==> config.mk <==
export PLATFORM = sky130hd
export DESIGN_NAME = card_dealer
export DESIGN_NICKNAME = d
export VERILOG_FILES = /design/src/rtl/card_dealer.sv
export SDC_FILE = /design/constraint.sdc
export NUM_CORES = 1
export LEC_CHECK = 0
export ABC_AREA = 1
export CORE_MARGIN = 2
export CORE_UTILIZATION = 40
export DETAILED_ROUTE_END_ITERATION = 6
export PLACE_DENSITY_LB_ADDON = 0.05
export SKIP_CTS_REPAIR_TIMING = 1
export SYNTH_ARGS = -nofsm -noshare
export SYNTH_HDL_FRONTEND = slang
export SYNTH_SLANG_ARGS = --single-unit
==> constraint.sdc <==
create_clock -name clk -period 4.05 [get_ports clk]
set_clock_uncertainty 0.15 [all_clocks]
set_input_delay 0.81 -clock clk [delete_from_list [all_inputs] [get_ports clk]]
set_output_delay 0.81 -clock clk [all_outputs]
set_load 0.02 [all_outputs]
==> src/rtl/card_dealer.sv <==
// Deals HAND_SIZE distinct LFSR-drawn cards into hand_memory; each accepted draw is written one cycle later.
// A deal occupies the DRAW state until HAND_SIZE accepts have been made. There is no backpressure. Control inputs are ignored outside IDLE.
module card_dealer #(
    parameter int          HAND_SIZE    = 5,
    parameter logic [15:0] SEED_DEFAULT = 16'hACE1
) (
    input  logic        clk,
    input  logic        rst_n,
    input  logic        start,
    input  logic        new_deck,
    input  logic        seed_load,
    input  logic [15:0] seed,
    output logic        we,
    output logic [2:0]  waddr,
    output logic [5:0]  card_in,
    output logic        busy,
    output logic        done,
    output logic [5:0]  cards_left,
    output logic        deck_empty,
    output logic        start_err
);

    localparam logic [15:0] TAPS     = 16'hB400;
    localparam logic [5:0]  HS6      = 6'(HAND_SIZE);
    localparam logic [2:0]  LAST_IDX = 3'(HAND_SIZE - 1);

    typedef enum logic [1:0] {S_IDLE, S_DRAW, S_DONE} state_t;

    state_t      state_q, state_d;
    logic [15:0] lfsr_q, lfsr_d;
    logic [51:0] mask_q, mask_d;
    logic [5:0]  left_q, left_d;
    logic [2:0]  idx_q, idx_d;
    logic        we_q, we_d;
    logic [2:0]  waddr_q, waddr_d;
    logic [5:0]  card_q, card_d;
    logic        busy_q, busy_d;
    logic        done_q, done_d;
    logic        empty_q, empty_d;
    logic        err_q, err_d;

    logic [5:0]  cand;
    logic [5:0]  cand_bit;
    logic        cand_ok;
    logic [15:0] lfsr_step;

    // cand_bit is only meaningful for ranks 2..14; cand_ok masks the rest.
    assign cand      = lfsr_q[5:0];
    assign cand_bit  = {4'd0, cand[5:4]} * 6'd13 + {2'd0, cand[3:0]} - 6'd2;
    assign cand_ok   = (cand[3:0] >= 4'd2) && (cand[3:0] <= 4'd14) && !mask_q[cand_bit];
    assign lfsr_step = {1'b0, lfsr_q[15:1]} ^ (lfsr_q[0] ? TAPS : 16'h0000);

    always_comb begin
        state_d = state_q;
        lfsr_d  = lfsr_q;
        mask_d  = mask_q;
        left_d  = left_q;
        idx_d   = idx_q;
        we_d    = 1'b0;
        waddr_d = waddr_q;
        card_d  = card_q;
        done_d  = 1'b0;
        err_d   = 1'b0;
        case (state_q)
            S_IDLE: begin
                // seed, then deck clear, then start: start sees the refreshed count
                if (seed_load) lfsr_d = (seed == 16'h0000) ? 16'h0001 : seed;
                if (new_deck) begin
                    mask_d = '0;
                    left_d = 6'd52;
                end
                if (start) begin
                    if (left_d >= HS6) begin
                        state_d = S_DRAW;
                        idx_d   = 3'd0;
                    end else begin
                        err_d = 1'b1;
                    end
                end
            end
            S_DRAW: begin
                lfsr_d = lfsr_step;
                if (cand_ok) begin
                    we_d    = 1'b1;
                    waddr_d = idx_q;
                    card_d  = cand;
                    mask_d  = mask_q | (52'd1 << cand_bit);
                    left_d  = left_q - 6'd1;
                    idx_d   = idx_q + 3'd1;
                    if (idx_q == LAST_IDX) begin
                        state_d = S_DONE;
                        done_d  = 1'b1;
                    end
                end
            end
            S_DONE:  state_d = S_IDLE;
            default: state_d = S_IDLE;
        endcase
        busy_d  = (state_d == S_DRAW);
        empty_d = (left_d < HS6);
    end

    always_ff @(posedge clk or negedge rst_n) begin
        if (!rst_n) begin
            state_q <= S_IDLE;
            lfsr_q  <= SEED_DEFAULT;
            mask_q  <= '0;
            left_q  <= 6'd52;
            idx_q   <= 3'd0;
            we_q    <= 1'b0;
            waddr_q <= 3'd0;
            card_q  <= 6'd0;
            busy_q  <= 1'b0;
            done_q  <= 1'b0;
            empty_q <= 1'b0;
            err_q   <= 1'b0;
        end else begin
            state_q <= state_d;
            lfsr_q  <= lfsr_d;
            mask_q  <= mask_d;
            left_q  <= left_d;
            idx_q   <= idx_d;
            we_q    <= we_d;
            waddr_q <= waddr_d;
            card_q  <= card_d;
            busy_q  <= busy_d;
            done_q  <= done_d;
            empty_q <= empty_d;
            err_q   <= err_d;
        end
    end

    assign we         = we_q;
    assign waddr      = waddr_q;
    assign card_in    = card_q;
    assign busy       = busy_q;
    assign done       = done_q;
    assign cards_left = left_q;
    assign deck_empty = empty_q;
    assign start_err  = err_q;

endmodule

# == After elaboration in Yosys (flattened, before gate mapping) ==
# Index checks and enable logic that the tools add are counted.
# word_totals
out_inout_bits,20
ff_bits,93
# classes
n_eq_ne,8
n_mul,1
bitwise,2
n_shift,1
n_lt_le_gt_ge,5
add_sub_neg,4
n_mux,30
n_reduce_logical,10
# ops
cell,n
$mux W52,2
$pmux W52 S2,1
$or A52 B52 Y52,1
$shl A1 B6 Y52 const A,1
$mux W16,3
$pmux W16 S2,1
$mux W6,3
$logic_not A16 Y1,1
$xor A15 B16 Y16,1
$pmux W6 S2,1
$ne A2 B2 Y1 const B,5
$mux W1,9
$mux W3,3
$mux W2,4
$lt A6 B7 Y1 const B,1
$add A6 B4 Y6,1
$bmux W1 S6,1
$ge A6 B3 Y1 const B,1
$lt A6 B3 Y1 const B,1
$mul A2 B4 Y6 const B,1
$pmux W3 S2,1
$sub A6 B1 Y6 const B,1
$sub A6 B2 Y6 const B,1
$eq A2 B1 Y1 const B,2
12 further kinds,14

# == Longest topological paths before layout ==
# Gate-level depths: netlist (run 1).
# logic_depth
word_depth,10
mapped_depth,21

# == Least setup slack after synthesis (run 1) ==
# OpenSTA, ideal clock, no wires.
# synth_path
path_kind,register to register
startpoint,register lfsr_q[5]
endpoint,register mask_q[28]
synth_period_minus_slack_ps,3603
t_arrival_ps,3375
path_stages_with_launch,20
path_buffers,2
slack_ps,447
setup_time_ps,78
path_cell_list,dfstp_2 -> inv_1 -> fa_1 -> inv_1 -> ha_1 -> fa_1 -> buf_4 -> clkinv_1 -> a21oi_1 -> nand2_1 -> nand3_1 -> nand3_1 -> nand3_2 -> nand4_2 -> nand2_4 -> nand2_4 -> nor2_8 -> buf_6 -> nand2_1 -> a21oi_1
# synth_via
elab_chain_len,9
word_cells_on_any_way,13
cone_classes,add/sub: 2; mul: 1; eq/ne: 1; shift: 1; mux: 4; bitwise: 1; reduce/logical: 3
# synth_rtl
item,line,text
start: declaration,30,"logic [15:0] lfsr_q, lfsr_d;"
start signal: assignment,119,lfsr_q <= lfsr_d;
$mul A2 B4 Y6 (*),49,"assign cand_bit = {4'd0, cand[5:4]} * 6'd13 + {2'd0, cand[3:0]} - 6'd2;"
$add A6 B4 Y6 (*),49,
$sub A6 B2 Y6 (*),49,
$bmux W1 S6,50,assign cand_ok = (cand[3:0] >= 4'd2) && (cand[3:0] <= 4'd14) && !mask_q[cand_bit];
$mux W1 (implied by the code),50,
$logic_not A1 Y1,50,
$logic_and A1 B1 Y1,50,
$ne A2 B2 Y1 (no line),n/a,
$reduce_and A3 Y1 (no line),n/a,
end signal: assignment,120,mask_q <= mask_d;
end: declaration,31,"logic [51:0] mask_q, mask_d;"
# Mark *: on every way between the ends. The rest lies on a longest branch, timed or not. The select of a mux whose other input is x is not followed.
# A chain may end at the register's enable or synchronous reset.

# == Worst setup path after layout (run 1) ==
# layout_path
startpoint,register lfsr_q[5]
endpoint,"register empty_q, in the netlist deck_empty"
# layout_via
elab_chain_len,10
# layout_rtl
item,line,text
$mul A2 B4 Y6,49,
$add A6 B4 Y6,49,
$sub A6 B2 Y6,49,
$bmux W1 S6,50,
$mux W1 (implied by the code),50,
$logic_not A1 Y1,50,
$logic_and A1 B1 Y1,50,
$mux W6,83,if (cand_ok) begin
$pmux W6 S2,64,case (state_q)
net left_d[5],32,"logic [5:0] left_q, left_d;"
$lt A6 B3 Y1,100,empty_d = (left_d < HS6);
net empty_d,39,"logic empty_q, empty_d;"
end signal: assignment,128,empty_q <= empty_d;
end: declaration,39,
# The timed path passes the listed nets, and every way through them passes these cells. The select of a mux whose other input is x is not followed.

==> impl_results.md, run 1 <==
* Critical setup path kind: reg -> reg
* GRT Resource Usage Total at around a fifth
* GRT busiest layer: met2
* Crit path launch type: flop
* Worst EP required at approximately 4.1 ns
* Worst path max stage delay at approximately 0.56 ns
* CP max stage cell: fa_1
* Fin nets at between 700 and 800
* FF-to-FF setup slack at about 0.23 ns
* GP Congestion at between 0.8 and 0.9
* Root buffer cell: clkbuf_16
* Most common cell after layout, fill and taps aside: nand2_1
* Worst Hold End: mask_q[41]
* I/O pins at roughly 40
* Distinct cell type count after synthesis at 38
* Footprint of the multi-input gates at around 0.0022 mm²
* Rel. slew slack at about two fifths
* Outcome: finished, final reports clean
* Slew @ Worst Pin at between 0.8 and 0.9 ns
* CTS tree: done
* GR met2 Demand/Resource at a little over a third
* Most used cell, CP: inv_1
* Largest net degree at the start of global routing at 68
* Yosys top cell by area: dfrtp_1
* First-pass GRT wire length at 22.1 mm
* Later-pin clock latency in the skew report at roughly 0.35 ns
* Max-slew violations at 0
* Cell row count at 40
* Clock Sink Count at between 90 and 100
* CP Cell Sequence: inv_1 -> fa_1 -> inv_1 -> ha_1 -> fa_1 -> buf_4 -> nand2_1 -> inv_1 -> nand3_1 -> nand3_1 -> nand3_1 -> nand3_2 -> nand3_2 -> nor2_4 -> buf_4 -> nand3b_1 -> nand2_1 -> inv_1 -> nand2_1 -> nor2_1
* Max frequency at around 0.26 GHz
* Register area share after synthesis at 47.1%
* Post-synthesis cell count at roughly 630
* Final setup vio count at 0
* DR WL/cell at about 16 µm
* Share of the synthesized area in the top cell type at 41.3%
* Antenna Nets Post-Route at 0
* Most frequent cells in the layout: 131 x nand2_1, 82 x dfrtp_1, 79 x nor2_1, 69 x inv_1, 52 x a21oi_1
* Reg2reg end: deck_empty
* Drt first pass iters at 5
* Routed vias/inst at between 5 and 6
* Flops & latches, synth at a little over 90
* Layout area overhead at 19.7%
* Hold depth at 2
* Fill count at around 1,200
* CP endpoint kind: flop
* Layout Cells excl Fill at approximately 850
* N_diodes at 0
* Worst Path Arrival at just under 4 ns
* Hold WC Path Type: reg -> reg
* DRT iter0 DRCs at between 200 and 250
* Yosys warns at 0
* Initial antenna violation count at 0
* Crit. Startpoint: lfsr_q[5]
* Final global-route overflow total at 0
* Final hold violations at 0
* Chip height at approximately 120 µm
* Clock buffers created by TritonCTS at 9
* Met3 GRT Util at 3.50%
* Fin crit share at 94.3%
* Placed insts at 824
* Vias post-DR at between 4,000 and 5,000
* Area contributors post-synth: dfrtp_1 41%, nand2_1 9.9%, nor2_1 6.0%
* Synthesized net count at about 660
* DPL Wire Length at 9.03 mm
* Fin crit period at roughly 3.8 ns
* WL final at about 13 mm
* Ratio of cells with drive above 1 in the final layout at approximately 9.7%
* Port Buf Inserts at 40
* Mapped cell area at between 0.004 and 0.005 mm²
* Max-capacitance violation count at 0
* Vias in the first global route at roughly 4,400
* Reg area at 0.00234 mm²
* Met1 GRT Util at between 20% and 30%
* DRC at 0
* DIE AREA at roughly 0.013 mm²
* Maximum root-to-sink buffer count at 2
* Worst Hold Launch: mask_q[41]
* Average size of a mapped cell at just under 8 µm²
* Crit Reg-Reg Startpoint: lfsr_q[5]
* Starting Density at roughly two fifths
* Crit Path Max Fanout at 9
* Worst r2r path cells at 20
* Core Box Area at ~0.012 mm²
* Clock Pin Slew Worst Setup and Hold Paths at 0.06 ns
* Die W at 115 µm
* Htree depth at 3
[stage by stage]
stage | hold slack (ns) | utilization [%] | setup slack [ns] | instance area [µm²] | TNS [ns]
3_5_place_dp | 0.329 | 46.2 | 0.148 | 5580 | 0
6_report | 0.343 | 49.3 | 0.230 | 5950 | 0
5_1_grt | 0.372 | 49.3 | -0.00397 | 5950 | -0.00405
4_1_cts | 0.348 | 48.7 | 0.127 | 5880 | 0
2_1_floorplan | 0.306 | - | 0.447 | 4970 | 0
3_3_place_gp | 0.326 | 46.2 | 0.268 | 5580 | 0
[critical path: cells and delay by family, from the launching register on]
kind | cells | cell delay [ns]
adder cells (fa/ha/maj) | 3 | 1.30
flip-flops | 1 | 0.53
buffers and inverters | 6 | 0.66
AND/OR/NAND/NOR | 11 | 1.07
[flip-flops by register name, summed over array words and instances (netlist names)]
signal / flops
we: 1
start_err: 1
idx_q: 3
busy: 1
deck_empty: 1
waddr: 3
cards_left: 6
done: 1
lfsr_q: 16
state_q: 2
mask_q: 52
card_in: 6
[logic make-up (layout without fill, tap and decap cells)]
| logic type | Yosys count | after routing | synth area share [%] |
|---|---|---|---|
| xor+xnor | 5 | 5 | 0.882 |
| buf+inv | 105 | 154 | 8.76 |
| compound gates | 106 | 106 | 12.1 |
| fa+ha+maj | 13 | 13 | 3.73 |
| flops | 93 | 93 | 47.1 |
| simple gates | 307 | 307 | 27.4 |
[cells in the mapped netlist (all sizes together)]
| cell type | n |
|---|---|
| nand2 | 135 |
| dfrtp | 82 |
| nor2 | 82 |
| inv | 73 |
| a21oi | 52 |
| nand3 | 52 |
| o21ai | 29 |
| clkbuf | 16 |
| nand4 | 16 |
| buf | 14 |
| nor3 | 12 |
| dfstp | 11 |
| ha | 10 |
| o211ai | 8 |
| nor4 | 6 |
| a41oi | 5 |
| o221ai | 5 |
| a31oi | 4 |
| fa | 3 |
| or2 | 3 |
| xor2 | 3 |
| clkinv | 2 |
| xnor2 | 2 |
| a21o | 1 |
| nand3b | 1 |
| o21a | 1 |
| o22ai | 1 |
[layer usage]
metal | vias to the layer above | wire, µm
li1 | 2152 | -
met1 | 2046 | 6120
met2 | 101 | 6280
met3 | 16 | 561
met4 | 0 | 260
met5 | - | 0
[how the worst max path moves through the flow]
| stage | slack, ns | to | cells after the start |
|---|---|---|---|
| 6_report | 0.23 | deck_empty | 20 |
| 5_1_grt | -0.004 | mask_q[30] | 17 |
| 4_1_cts | 0.13 | mask_q[14] | 16 |
| 3_5_place_dp | 0.15 | mask_q[14] | 16 |
| 3_3_place_gp | 0.27 | mask_q[38] | 16 |
| 2_1_floorplan | 0.45 | mask_q[28] | 19 |
[layout make-up]
| class | instances | area share, % |
|---|---|---|
| Multi-Input combinational cell | 431 | 37.1 |
| Tap cell | 168 | 3.53 |
| Clock inverter | 2 | 0.589 |
| Clock buffer | 14 | 4.44 |
| Inverter | 75 | 4.86 |
| Sequential cell | 93 | 39.4 |
| Timing Repair Buffer | 63 | 10.1 |
Power of run 1 is not shown: default switching activity piles up to over one toggle a cycle in this logic, so the estimate is an artifact.
==> inputs of run 2 (changes only) <==
- SLEW_MARGIN: default -> 0
==> results of run 2 <==
Final layout, timing and power as in run 1 (identical DEF).
Power of run 2 is left out for the same reason.
==> inputs of run 3 (changes only) <==
- ABC_AREA: 1 -> default
==> run 3 against run 2 <==
- wire length is 12% lower
- fmax is 5.0% lower
- cell count fell by 17%
- die area fell by 0.29%
- cell area increased by 3.1%
- first-iteration DRC count fell by 22%
- critical path depth is 6 lower
- sequential share of layout area is 1.2 points lower
- sequential cell count stayed put
- largest cell class is now multi-input combinational cells
- synthesized cell count decreased by 24%
==> impl_results.md, run 3 <==
* Fin crit period at 4.02 ns (+0.201 ns)
* Crit. Startpoint: lfsr_q[5]
* Reg2reg end: mask_q[7]
* Final worst slack at 0.0294 ns (-0.201 ns)
* Top reg by flops: mask_q
* DPL Wire Length at 7.97 mm (-12%)
* Footprint of the multi-input gates at 0.00245 mm² (+11%)
* Layout Cells excl Fill at 706 (-17%)
* Top cells by count, synth: 82 x dfrtp_1, 47 x nand2_1, 43 x nor2_1
* Chip height at 115 µm (-0.15%)
* GP Congestion at 0.816 (-6.7%)
* Root buffer cell: clkbuf_16
* Clock buffers created by TritonCTS at 9 (unchanged)
* Yosys warns at 0 (unchanged)
* Fill count at 1,108 (-7.6%)
* Clock Pin Slew Worst Setup and Hold Paths at 0.06 ns (about the same)
* DR WL/cell at 16.5 µm (+5.8%)
* DRC at 0 (unchanged)
* Worst EP required at 4.19 ns (+0.05 ns)
* FF-to-FF setup slack at 0.03 ns (-0.20 ns)
* Register area share after synthesis at 47.3% (+0.14 points)
* Core Box Area at 0.0121 mm² (unchanged)
* Distinct cell type count after synthesis at 53 (+39%)
* Mapped cell area at 0.00495 mm² (-0.30%)
* Worst Path Arrival at 4.16 ns (+0.25 ns)
* Layout area overhead at 23.8%
* Share of the synthesized area in the top cell type at 41.4% (+0.13 points)
* Post-synthesis cell count at 477 (-24%)
* Port Buf Inserts at 40 (unchanged)
* Cell row count at 40 (unchanged)
* Final hold violations at 0 (unchanged)
* Post-Route Setup TNS at 0 ns (unchanged)
* Final global-route overflow total at 0 (unchanged)
* EDFF count, synth at 0 (unchanged)
* DIE AREA at 0.0133 mm² (-0.29%)
* Hold WC Path Type: in -> async
* Largest net degree at the start of global routing at 57 (-16%)
* Crit Reg-Reg Startpoint: lfsr_q[5]
* CP Cell Sequence: inv_4 -> fa_1 -> inv_2 -> ha_4 -> fa_2 -> buf_6 -> and2_4 -> a211oi_4 -> nor4b_4 -> or3b_4 -> or4_4 -> clkbuf_16 -> nor2_2 -> o21a_1
* CP endpoint kind: flop
* Unrepaired setup endpoints after global routing: true
* Fin util at 50.8% (+1.5 points)
* Drt first pass iters at 4 (-1)
* I/O pins at 41 (unchanged)
* Antenna Nets Post-Route at 0 (unchanged)
* Average size of a mapped cell at 10.4 µm² (+31%)
* Initial antenna violation count at 0 (unchanged)
* GRT Resource Usage Total at 18.5% (-2.9 points)
* Synthesized net count at 511 (-23%)
* Max-slew violations at 0 (unchanged)
* Vias in the first global route at 3,631 (-17%)
* Maximum root-to-sink buffer count at 2 (unchanged)
* Vias post-DR at 3,701 (-14%)
* Die W at 115 µm (-0.15%)
* Later-pin clock latency in the skew report at 0.35 ns (about the same)
* Max reg flops at 52 (unchanged)
* Critical path depth at 14 (-30%)
* Max-capacitance violation count at 0 (unchanged)
* Most common cell in the netlist: dfrtp_1
* DRT iter0 DRCs at 184 (-22%)
* First-pass GRT wire length at 18.8 mm (-15%)
* Placed insts at 682 (-17%)
* Fin nets at 567 (-20%)
* Setup WS pre-CTS at -0.0337 ns (-0.182 ns)
* CTS tree: done
* Crit Path Max Fanout at 8 (-1)
* Area contributors post-synth: dfrtp_1 41%, dfstp_2 5.8%, o21a_1 5.0%
* WL final at 11.7 mm (-12%)
* N_diodes at 0 (unchanged)
* Final setup vio count at 0 (unchanged)
* Prevailing post-synth register cell: dfrtp_1
* Fin crit share at 99.3% (+5.0 points)
* Reg area at 0.00234 mm² (unchanged)
* Flops & latches, synth at 93 (unchanged)
* Htree depth at 3 (unchanged)
* Worst Setup EP: mask_q[7]
* Rel. slew slack at 43.9% (+3.4 points)
* Worst path max stage delay at 0.56 ns (about the same)
* Worst r2r path cells at 14 (-30%)
* Crit path launch type: flop
* Routed vias/inst at 5.24 (+2.8%)
* Clock Sink Count at 93 (unchanged)
* Critical setup path kind: reg -> reg
* Max frequency at 0.249 GHz (-5.0%)
* CP delay by family, top: simple AND/OR/NAND/NOR gates
* Most common cell after layout, fill and taps aside: dfrtp_1
* CP max stage cell: dfstp_2
* Ratio of cells with drive above 1 in the final layout at 21.4% (+12 points)
* Starting Density at 41.1% (-0.12 points)
* Most frequent cells in the layout: 82 x dfrtp_1, 47 x nand2_1, 39 x nor2_1, 39 x clkdlybuf4s50_1, 33 x o21a_1
* Outcome: finished, final reports clean
* Slew @ Worst Pin at 0.839 ns (-0.0533 ns)
* Biggest regs: mask_q (52), lfsr_q (16)
* Yosys top cell by area: dfrtp_1
* CP bufs+invs at 4 (-2)
* Async set or reset register ratio after synthesis at 100% (unchanged)
run 3: how the worst min path moves through the flow:
stage / startpoint / endpoint / slack [ns] / depth (start not counted)
floorplan: mask_q[35] / mask_q[35] / 0.29 / 2
global placement: mask_q[49] / mask_q[49] / 0.31 / 2
detailed placement: mask_q[51] / mask_q[51] / 0.32 / 2
CTS: rst_n / start_err / 0.33 / 1
global route: mask_q[48] / mask_q[48] / 0.35 / 2
finish: rst_n / start_err / 0.31 / 1
run 3: layout make-up:
class	instances	area share [%]
flip-flops and latches	93	38.2
multi-input cells	335	40.0
clock inverters	2	0.571
repair buffers	78	12.6
well taps	168	3.43
clock buffers	14	4.14
inverters	16	1.06
run 3: through the flow:
step | hold WS (ns) | instance area, µm²
6_report | 0.312 | 6130
5_1_grt | 0.349 | 6130
4_1_cts | 0.326 | 5880
3_5_place_dp | 0.317 | 5590
3_3_place_gp | 0.306 | 5590
2_1_floorplan | 0.292 | 4960
run 3: cell families (layout without fill, tap and decap cells):
logic type	after synthesis	after routing	share of synthesized area, %
AND/OR/NAND/NOR	158	158	15.4
AO/OA/AOI/OAI	124	124	16.1
flip-flops	93	93	47.3
buffers and inverters	49	110	6.19
multiplexers	31	31	9.67
adder cells (fa/ha/maj)	13	13	3.74
XOR/XNOR	9	9	1.59
run 3: per-layer routing:
metal  global-route usage [%]  share of wire, %  vias up
met3                     3.00               2.9       12
met2                     30.2                49       54
met4                     7.07               1.5        0
met5                        0                 0        -
li1                         -                 -     1792
met1                     24.7                47     1843
Power of run 3 is left out for the same reason.
